File: src/rtl/led_mode_sequencer.sv
`default_nettype none
// ============================================================================
// Module   : led_mode_sequencer
// Purpose  : Button-selectable LED pattern engine (off / chase / breathe / on).
// Revision : 1.0  initial release
// ============================================================================
module led_mode_sequencer #(
  parameter int TICK_DIV       = 12000,
  parameter int DEBOUNCE_TICKS = 20,
  parameter int STEP_TICKS     = 250
) (
  input  logic       CLK_IN,
  input  logic       RST_N,
  input  logic       BTN_N,
  output logic       RLED1,
  output logic       RLED2,
  output logic       RLED3,
  output logic       RLED4,
  output logic       GLED5,
  output logic [1:0] MODE
);

  localparam int DIV_W  = $clog2(TICK_DIV);
  localparam int DEB_W  = $clog2(DEBOUNCE_TICKS + 1);
  localparam int STEP_W = (STEP_TICKS > 1) ? $clog2(STEP_TICKS) : 1;

  typedef enum logic [1:0] {
    OFF     = 2'd0,
    CHASE   = 2'd1,
    BREATHE = 2'd2,
    ALL_ON  = 2'd3
  } mode_t;

  mode_t             state;
  mode_t             state_next;
  logic [DIV_W-1:0]  div_cnt;
  logic              tick;
  logic              sync1;
  logic              sync2;
  logic              btn_stable;
  logic              btn_prev;
  logic              press;
  logic [DEB_W-1:0]  deb_cnt;
  logic [STEP_W-1:0] step_cnt;
  logic [1:0]        pos;
  logic [7:0]        duty;
  logic [7:0]        pwm_cnt;
  logic              dir_up;
  logic              pwm_on;
  logic [3:0]        red_next;
  logic              green_next;

  assign tick   = (div_cnt == DIV_W'(TICK_DIV - 1));
  assign press  = btn_prev & ~btn_stable;
  assign pwm_on = (pwm_cnt < duty);
  assign MODE   = state;

  always_ff @(posedge CLK_IN or negedge RST_N) begin
    if (!RST_N) begin
      div_cnt <= '0;
      pwm_cnt <= '0;
    end else begin
      div_cnt <= tick ? '0 : div_cnt + DIV_W'(1);
      pwm_cnt <= pwm_cnt + 8'd1;
    end
  end

  // A new level is accepted only after persisting for DEBOUNCE_TICKS ticks in a row.
  always_ff @(posedge CLK_IN or negedge RST_N) begin
    if (!RST_N) begin
      sync1      <= 1'b1;
      sync2      <= 1'b1;
      btn_stable <= 1'b1;
      btn_prev   <= 1'b1;
      deb_cnt    <= '0;
    end else begin
      sync1    <= BTN_N;
      sync2    <= sync1;
      btn_prev <= btn_stable;
      if (tick) begin
        if (sync2 != btn_stable) begin
          if (deb_cnt == DEB_W'(DEBOUNCE_TICKS - 1)) begin
            btn_stable <= sync2;
            deb_cnt    <= '0;
          end else begin
            deb_cnt <= deb_cnt + DEB_W'(1);
          end
        end else begin
          deb_cnt <= '0;
        end
      end
    end
  end

  // A press reinitialises the pattern state and takes priority over a coincident tick.
  always_ff @(posedge CLK_IN or negedge RST_N) begin
    if (!RST_N) begin
      step_cnt <= '0;
      pos      <= '0;
      duty     <= '0;
      dir_up   <= 1'b1;
    end else if (press) begin
      step_cnt <= '0;
      pos      <= '0;
      duty     <= '0;
      dir_up   <= 1'b1;
    end else if (tick) begin
      if (state == CHASE) begin
        if (step_cnt == STEP_W'(STEP_TICKS - 1)) begin
          step_cnt <= '0;
          pos      <= pos + 2'd1;
        end else begin
          step_cnt <= step_cnt + STEP_W'(1);
        end
      end
      if (state == BREATHE) begin
        if (dir_up) begin
          if (duty == 8'hFF) begin
            dir_up <= 1'b0;
            duty   <= 8'hFE;
          end else begin
            duty <= duty + 8'd1;
          end
        end else begin
          if (duty == 8'h00) begin
            dir_up <= 1'b1;
            duty   <= 8'h01;
          end else begin
            duty <= duty - 8'd1;
          end
        end
      end
    end
  end

  always_ff @(posedge CLK_IN or negedge RST_N) begin
    if (!RST_N) begin
      state <= CHASE;
    end else begin
      state <= state_next;
    end
  end

  always_comb begin
    state_next = state;
    red_next   = 4'b0000;
    green_next = 1'b0;
    case (state)
      OFF: begin
        if (press) state_next = CHASE;
      end
      CHASE: begin
        red_next[pos] = 1'b1;
        if (press) state_next = BREATHE;
      end
      BREATHE: begin
        red_next   = {4{pwm_on}};
        green_next = pwm_on;
        if (press) state_next = ALL_ON;
      end
      ALL_ON: begin
        red_next   = 4'b1111;
        green_next = 1'b1;
        if (press) state_next = OFF;
      end
      default: state_next = CHASE;
    endcase
  end

  always_ff @(posedge CLK_IN or negedge RST_N) begin
    if (!RST_N) begin
      RLED1 <= 1'b0;
      RLED2 <= 1'b0;
      RLED3 <= 1'b0;
      RLED4 <= 1'b0;
      GLED5 <= 1'b0;
    end else begin
      RLED1 <= red_next[0];
      RLED2 <= red_next[1];
      RLED3 <= red_next[2];
      RLED4 <= red_next[3];
      GLED5 <= green_next;
    end
  end

endmodule
`default_nettype wire

File: config.mk
export PLATFORM = sky130hd
export DESIGN_NAME = led_mode_sequencer
export DESIGN_NICKNAME = d
export VERILOG_FILES = /design/src/rtl/led_mode_sequencer.sv
export SDC_FILE = /design/constraint.sdc
export NUM_CORES = 1
export LEC_CHECK = 0
export ABC_AREA = 0
export CORE_MARGIN = 1.5
export CORE_UTILIZATION = 61
export CTS_CLUSTER_DIAMETER = 150
export DETAILED_ROUTE_END_ITERATION = 8
export PLACE_DENSITY_LB_ADDON = 0.25
export SLEW_MARGIN = 20
export SYNTH_ARGS = -nofsm -noshare
export SYNTH_HDL_FRONTEND = slang
export SYNTH_SLANG_ARGS = --single-unit
File: constraint.sdc
create_clock -name CLK_IN -period 3.04 [get_ports CLK_IN]
set_clock_uncertainty 0.15 [all_clocks]
set_input_delay 0.304 -clock CLK_IN [delete_from_list [all_inputs] [get_ports CLK_IN]]
set_output_delay 0.304 -clock CLK_IN [all_outputs]
set_load 0.03 [all_outputs]
==> run metrics, run 1 <==
outcome completed; Synth Area in Compound Gates 13.4%; Hold Path Class reg -> reg; startpoint types register; Max FO, Critical Path 9; met2 Usage GRT 41.1%; max_slew headroom 53.5%; synthesis-stage register bit count 57; Netlist Area Pre-Place 3170 um^2; Vias per Instance 5.83; post-synthesis xor/xnor area fraction 5.53%; antenna violations before repair 0; total grt overflow 0; Crit Path Class reg -> reg; core box area 5040 um^2; Final Power 0.00141 W; # Max-Cap Violations 0; Reg clk slew, reported paths 0.07 ns; CTS Sinks 57; worst hold slack 0.209 ns; R2R Path Start div_cnt[0]; r2r worst-path depth 5; clock buffer depth 2; chip height 75.1 um; Post-synth top flop dfrtp_1; Synth Area in Adders 9.08%; die area 5640 um^2; n_diodes 0; Final setup violation count 0; mean routed wirelength per cell 14.8 um; met1 GRT Util 32.7%; Finished Layout Cells 420; ys async rst share 100%; most frequent cells in the layout 51 x dfrtp_1, 29 x nand2_1, 28 x nand3_1; Final Cycle Share 81.0%; post-synthesis simple-gate area fraction 21.5%; max frequency 406 MHz; setup TNS 0 ns; number of flops mapped to enable cells by yosys 0; Critical Path RT 3.14 ns; final slew viol count 0; Crit. Startpoint div_cnt[0]; CTS tree yes; IO Port Bufs 9; initial DRC count 178; Crit path arrival time 2.57 ns; drt pass-1 iters 4; GRT met3 Usage 6.16%; vias in the first global route 2352; Finished Core Util 69.6%; number of distinct library cells after synthesis 45; area leader, netlist dfrtp_1; Mapped Avg Cell Area 9.63 um^2; CTS Buf Count 9; H-Tree Depth 3; Total GRT Usage 25.4%; Final #Nets 371; most common cell after layout, fill and taps aside dfrtp_1; reg-to-reg endpoint btn_stable; # rows 26; Mapped Cells 329; root buffer cell clkbuf_8; Hold Vio Cnt, Final 0; Leakage Power 1.55 nW; Die Wd 75.1 um; proportion of synthesized area in mux cells 1.30%; Worst Tran Pin Value 0.687 ns; Synth-to-Final Area Change 10.8%; IO Pins 10; Routed WL 6220 um; layout cell share with drive strength beyond 1 8.57%; vias 2450; Worst-Skew Late Latency 0.34 ns; global-route wire length before repair 10700 um; placed cell count 403; RSZ-0062 raised after global routing false; Synth area leaders dfrtp_1 40%, ha_1 9.1%, dfstp_2 5.0%; Seq/Total Area, Yosys 45.2%; Remaining DRCs 0; remaining antenna violation count 0; Critical path destination btn_stable; R2R Setup Slk 0.58 ns; largest net degree at the start of global routing 58; post-synth top area share 40.3%; Initial Utilization 62.9%; Synthesis Warnings 0; Worst Setup End Kind register; Power Dens Cells 400 nW/um^2; GP Congestion 0.890; main combinational cell family by area after synthesis simple AND/OR/NAND/NOR gates; fin crit period 2.46 ns; HPWL after detailed placement 4430 um; layer carrying the most global-route usage met2; Syn Nets 355; Max VDD drop 355 uV
==> what timing repair did <==
item / CTS / global route
hold buffers: 1 / 0
setup buffers: 0 / 0
gates resized for setup: 0 / 0
setup endpoints to repair: 0 / 0
endpoints found under the hold margin: 51 / 0
==> sequential cells by signal, indices dropped and copies added (netlist names) <==
name and cells:
pos 2, deb_cnt 5, pwm_cnt 8, GLED5 1, RLED4 1, btn_prev 1, btn_stable 1, RLED1 1
MODE 2, dir_up 1, duty 8, step_cnt 8, RLED2 1, RLED3 1, sync2 1, div_cnt 14
sync1 1
==> report_power, final <==
part / switching, W / internal [W]
Sequential: 0.000000782 / 0.000761
Combinational: 0.0000143 / 0.00000352
Clock: 0.000289 / 0.000336
Total: 0.000304 / 0.00110
==> worst max-delay path, stage by stage (launching register included) <==
cell and delay [ns]:
dfrtp_1 0.41, ha_1 0.25, nand4_1 0.28, or4_4 0.68, nor4_4 0.25, mux2_1 0.35
==> stage by stage <==
stage / worst slack (ns) / instance area, um^2
finish: 0.579 / 3510
global route: 0.409 / 3510
CTS: 0.569 / 3510
detailed placement: 0.583 / 3330
global placement: 0.715 / 3330
floorplan: 0.743 / 3170
==> worst min-delay path by stage <==
stage	from	to	slack, ns	cells past startpoint
2_1_floorplan	RST_N	GLED5	-0.14	0
3_3_place_gp	sync1	sync2	0.20	0
6_report	sync1	sync2	0.21	0
4_1_cts	sync1	sync2	0.21	0
5_1_grt	sync1	sync2	0.21	0
3_5_place_dp	sync1	sync2	0.20	0
==> cell families after synthesis <==
family          after synthesis
fa+ha+maj                    23
simple gates                124
flops                        57
compound gates               70
xor+xnor                     20
buf+inv                      31
mux                           4
==> area by class of cell <==
| class | count | area [um^2] |
|---|---|---|
| fill | 392 | 1530 |
| multi-input combinational | 241 | 1610 |
| clock inverter | 3 | 15.0 |
| tap | 70 | 87.6 |
| timing repair buffer | 13 | 118 |
| clock buffer | 13 | 159 |
| sequential | 57 | 1430 |
| inverter | 23 | 86.3 |
==> routing by layer <==
layer  share of wire [%]  vias up
met3                 3.5       12
met1                  47     1174
met2                  48       51
li1                    -     1213
met5                   0        -
met4                 1.4        0
==> Yosys cell counts, drive strengths merged (6+ instances only) <==
library cell	n
xor2	8
xnor2	12
dfstp	6
nor2	18
nand2	29
o21ai	25
nor2b	7
and3	6
o31ai	9
nor4	8
clkbuf	7
nand4	9
ha	23
inv	23
nand3	28
o22ai	6
dfrtp	51
a21oi	15
Power figures use the tool's default switching activity.
==> run 2, diff against run 1 <==
CORE_UTILIZATION = 55   (was 61)
clock period = 1.99 ns   (was 3.04 ns; I/O delays follow)
==> run 2 against run 1 <==
Effect of this change:
- the flow now finishes with violations (setup timing)
- clock power is 50% higher
- core utilization up 1.1 points
- sequential power up 52%
- hold slack got worse by 0.086 ns
- via count up 6.5%
- critical path type unchanged
- critical endpoint is now pos[0]
- largest cell class unchanged
==> run metrics, run 2 (synthesis results as in run 1) <==
outcome complete, but fails checks; failing checks setup timing; most frequent cells in the layout 50 x dfrtp_1, 30 x buf_4, 27 x nand2_1; drt pass-1 iters 4 (unchanged); R2R Path Start div_cnt[5]; Max VDD drop 480 uV (+35%); n_diodes 0 (unchanged); Max FO, Critical Path 9 (unchanged); die area 6230 um^2 (+10%); initial DRC count 265 (+49%); Final #Nets 402 (+8.4%); CP max-delay cell or4b_4; max_slew headroom 64.3% (+11 points); startpoint types register; IO Port Bufs 9 (unchanged); number of flip-flops in the largest register 14 (unchanged); Crit Path Class reg -> reg; clock share of power 44.0% (-0.5 points); Final Cycle Share 106% (+25 points); Vias per Instance 5.78 (-0.83%); share of power burned in registers 54.5% (+0.3 points); Worst Tran Pin Value 0.536 ns (-0.150 ns); Internal 0.00167 W (+52%); WP buf/inv 2 (+2); Reg area 1440 um^2 (about the same); sw frac 21.7% (+0.032 points); vias in the first global route 2435 (+3.5%); Fill cells 413 (+5.4%); chip height 78.9 um (+5.1%); R2R Setup Slk -0.12 ns (-0.70 ns); global-route wire length before repair 11400 um (+5.8%); total grt overflow 0 (unchanged); layout cell share with drive strength beyond 1 22.7% (+14 points); Cell Area, Placed 3540 um^2 (+6.5%); Cell Chain, Critical Path or4b_4 > buf_4 > nor4_4 > buf_4 > nand4_1 > o21ai_0; Die Wd 78.9 um (+5.1%); Hold Vio Cnt, Final 0 (unchanged); mean routed wirelength per cell 14.9 um (+0.96%); register with the most flip-flops div_cnt; Initial Utilization 57.2% (-5.6 points); Total GRT Usage 23.7% (-1.7 points); r2r worst-path depth 6 (+1); Worst Setup End Kind register; Remaining DRCs 0 (unchanged); # Max-Cap Violations 0 (unchanged); design area 3920 um^2 (+12%); worst hold slack 0.123 ns (-0.0860 ns); core box area 5540 um^2 (+9.9%); final slew viol count 0 (unchanged); hold path endpoint sync1; # rows 27 (+3.8%); RSZ-0062 raised after global routing true; max frequency 474 MHz (+17%); most common cell after layout, fill and taps aside dfrtp_1; sw power 0.000463 W (+52%); largest net degree at the start of global routing 36 (-38%); biggest cell delay along the critical path 0.54 ns (-0.14 ns); Logic pwr share 1.5% (+0.2 points); IO Pins 10 (unchanged); Synth-to-Final Area Change 23.7%; final worst setup slack -0.118 ns (-0.697 ns); GP Congestion 0.886 (-0.52%); min-delay src BTN_N; Power Dens Cells 544 nW/um^2 (+36%); root buffer cell clkbuf_8; Crit path arrival time 2.21 ns (-0.36 ns); Hold Path Class in -> reg; dpl ws -0.217 ns (-0.800 ns); CTS tree yes; fin crit period 2.11 ns (-0.353 ns); HPWL after detailed placement 4660 um (+5.2%); antenna violations before repair 0 (unchanged); vias 2609 (+6.5%); Critical Path RT 2.09 ns (-1.05 ns); Final setup violation count 9 (+9); Reg clk slew, reported paths 0.06 ns (about the same); remaining antenna violation count 0 (unchanged); Worst-Skew Late Latency 0.34 ns (about the same); clock buffer depth 2 (unchanged); Multi-input gate area 1770 um^2 (+9.6%); CTS Sinks 57 (unchanged); Crit path max-delay family simple AND/OR/NAND/NOR gates; reg-to-reg endpoint pos[0]; worst hold path cell count 1 (+1); crit-path most repeated cell buf_4; CTS Buf Count 9 (unchanged); Routed WL 6740 um (+8.4%); H-Tree Depth 3 (unchanged); Leakage Power 1.75 nW (+13%)
-- run 2: cell types whose count changed in the layout (fill, tap and decap cells not counted), sizes merged --
cell	before	now
clkbuf	13	11
clkinv	3	2
buf	4	35
clkinvlp	0	1
-- run 2: power groups by stage --
stage | Combinational [W] | Clock (W) | Sequential, W
6_report | 0.0000312 | 0.000939 | 0.00116
5_1_grt | 0.0000360 | 0.00101 | 0.00116
3_5_place_dp | 0.0000314 | 0 | 0.00119
2_1_floorplan | 0.000000642 | 0 | 0.00118
4_1_cts | 0.0000329 | 0.000954 | 0.00116
3_3_place_gp | 0.0000310 | 0 | 0.00118
-- run 2: layer usage --
metal  routed length (um)  part of all wire (%)  vias to the layer above  global-route usage [%]
met1                 3060                    45                     1262                    32.2
met5                    0                     0                        -                       0
met4                  174                   2.6                        0                    9.82
met2                 3220                    48                       56                    36.6
met3                  290                   4.3                       18                    5.29
li1                     -                     -                     1273                       -
-- run 2: worst register-to-register path, stage by stage (launching register included) --
cell,delay [ns]
dfrtp_1,0.38
or4b_4,0.54
buf_4,0.17
nor4_4,0.24
buf_4,0.25
nand4_1,0.13
o21ai_0,0.17
-- run 2: timing repair --
action,in CTS,in global routing
endpoints found under the hold margin,21,0
pin swaps,3,6
gates resized for setup,10,33
setup buffers,2,2
hold buffers,1,0
endpoints found under the setup margin,23,29
-- run 2: cell type report --
cell class                 instances  share of cell area [%]
tap                               72                    2.30
clock inverter                     3                   0.447
timing repair buffer              44                    9.54
sequential                        57                    36.6
inverter                          23                    2.20
clock buffer                      11                    3.86
multi-input combinational        241                    45.1
-- run 2: worst max path at each step --
stage | start | to | slack [ns] | depth (start not counted)
finish | div_cnt[5] | pos[0] | -0.12 | 6
global route | div_cnt[5] | pos[0] | -0.19 | 6
CTS | div_cnt[5] | btn_stable | -0.11 | 4
detailed placement | div_cnt[5] | btn_stable | -0.22 | 4
global placement | div_cnt[5] | btn_stable | -0.17 | 4
floorplan | div_cnt[8] | btn_stable | -0.31 | 5
-- run 2: stage by stage --
stage / utilization [%] / setup TNS, ns / power [W] / cells
floorplan: - / -0.424 / 0.00119 / 329
global placement: 64.0 / -1.38 / 0.00122 / 432
detailed placement: 64.0 / -1.99 / 0.00122 / 432
CTS: 68.1 / -0.215 / 0.00215 / 449
global route: 70.8 / -1.54 / 0.00221 / 451
finish: 70.8 / -0.529 / 0.00213 / 451
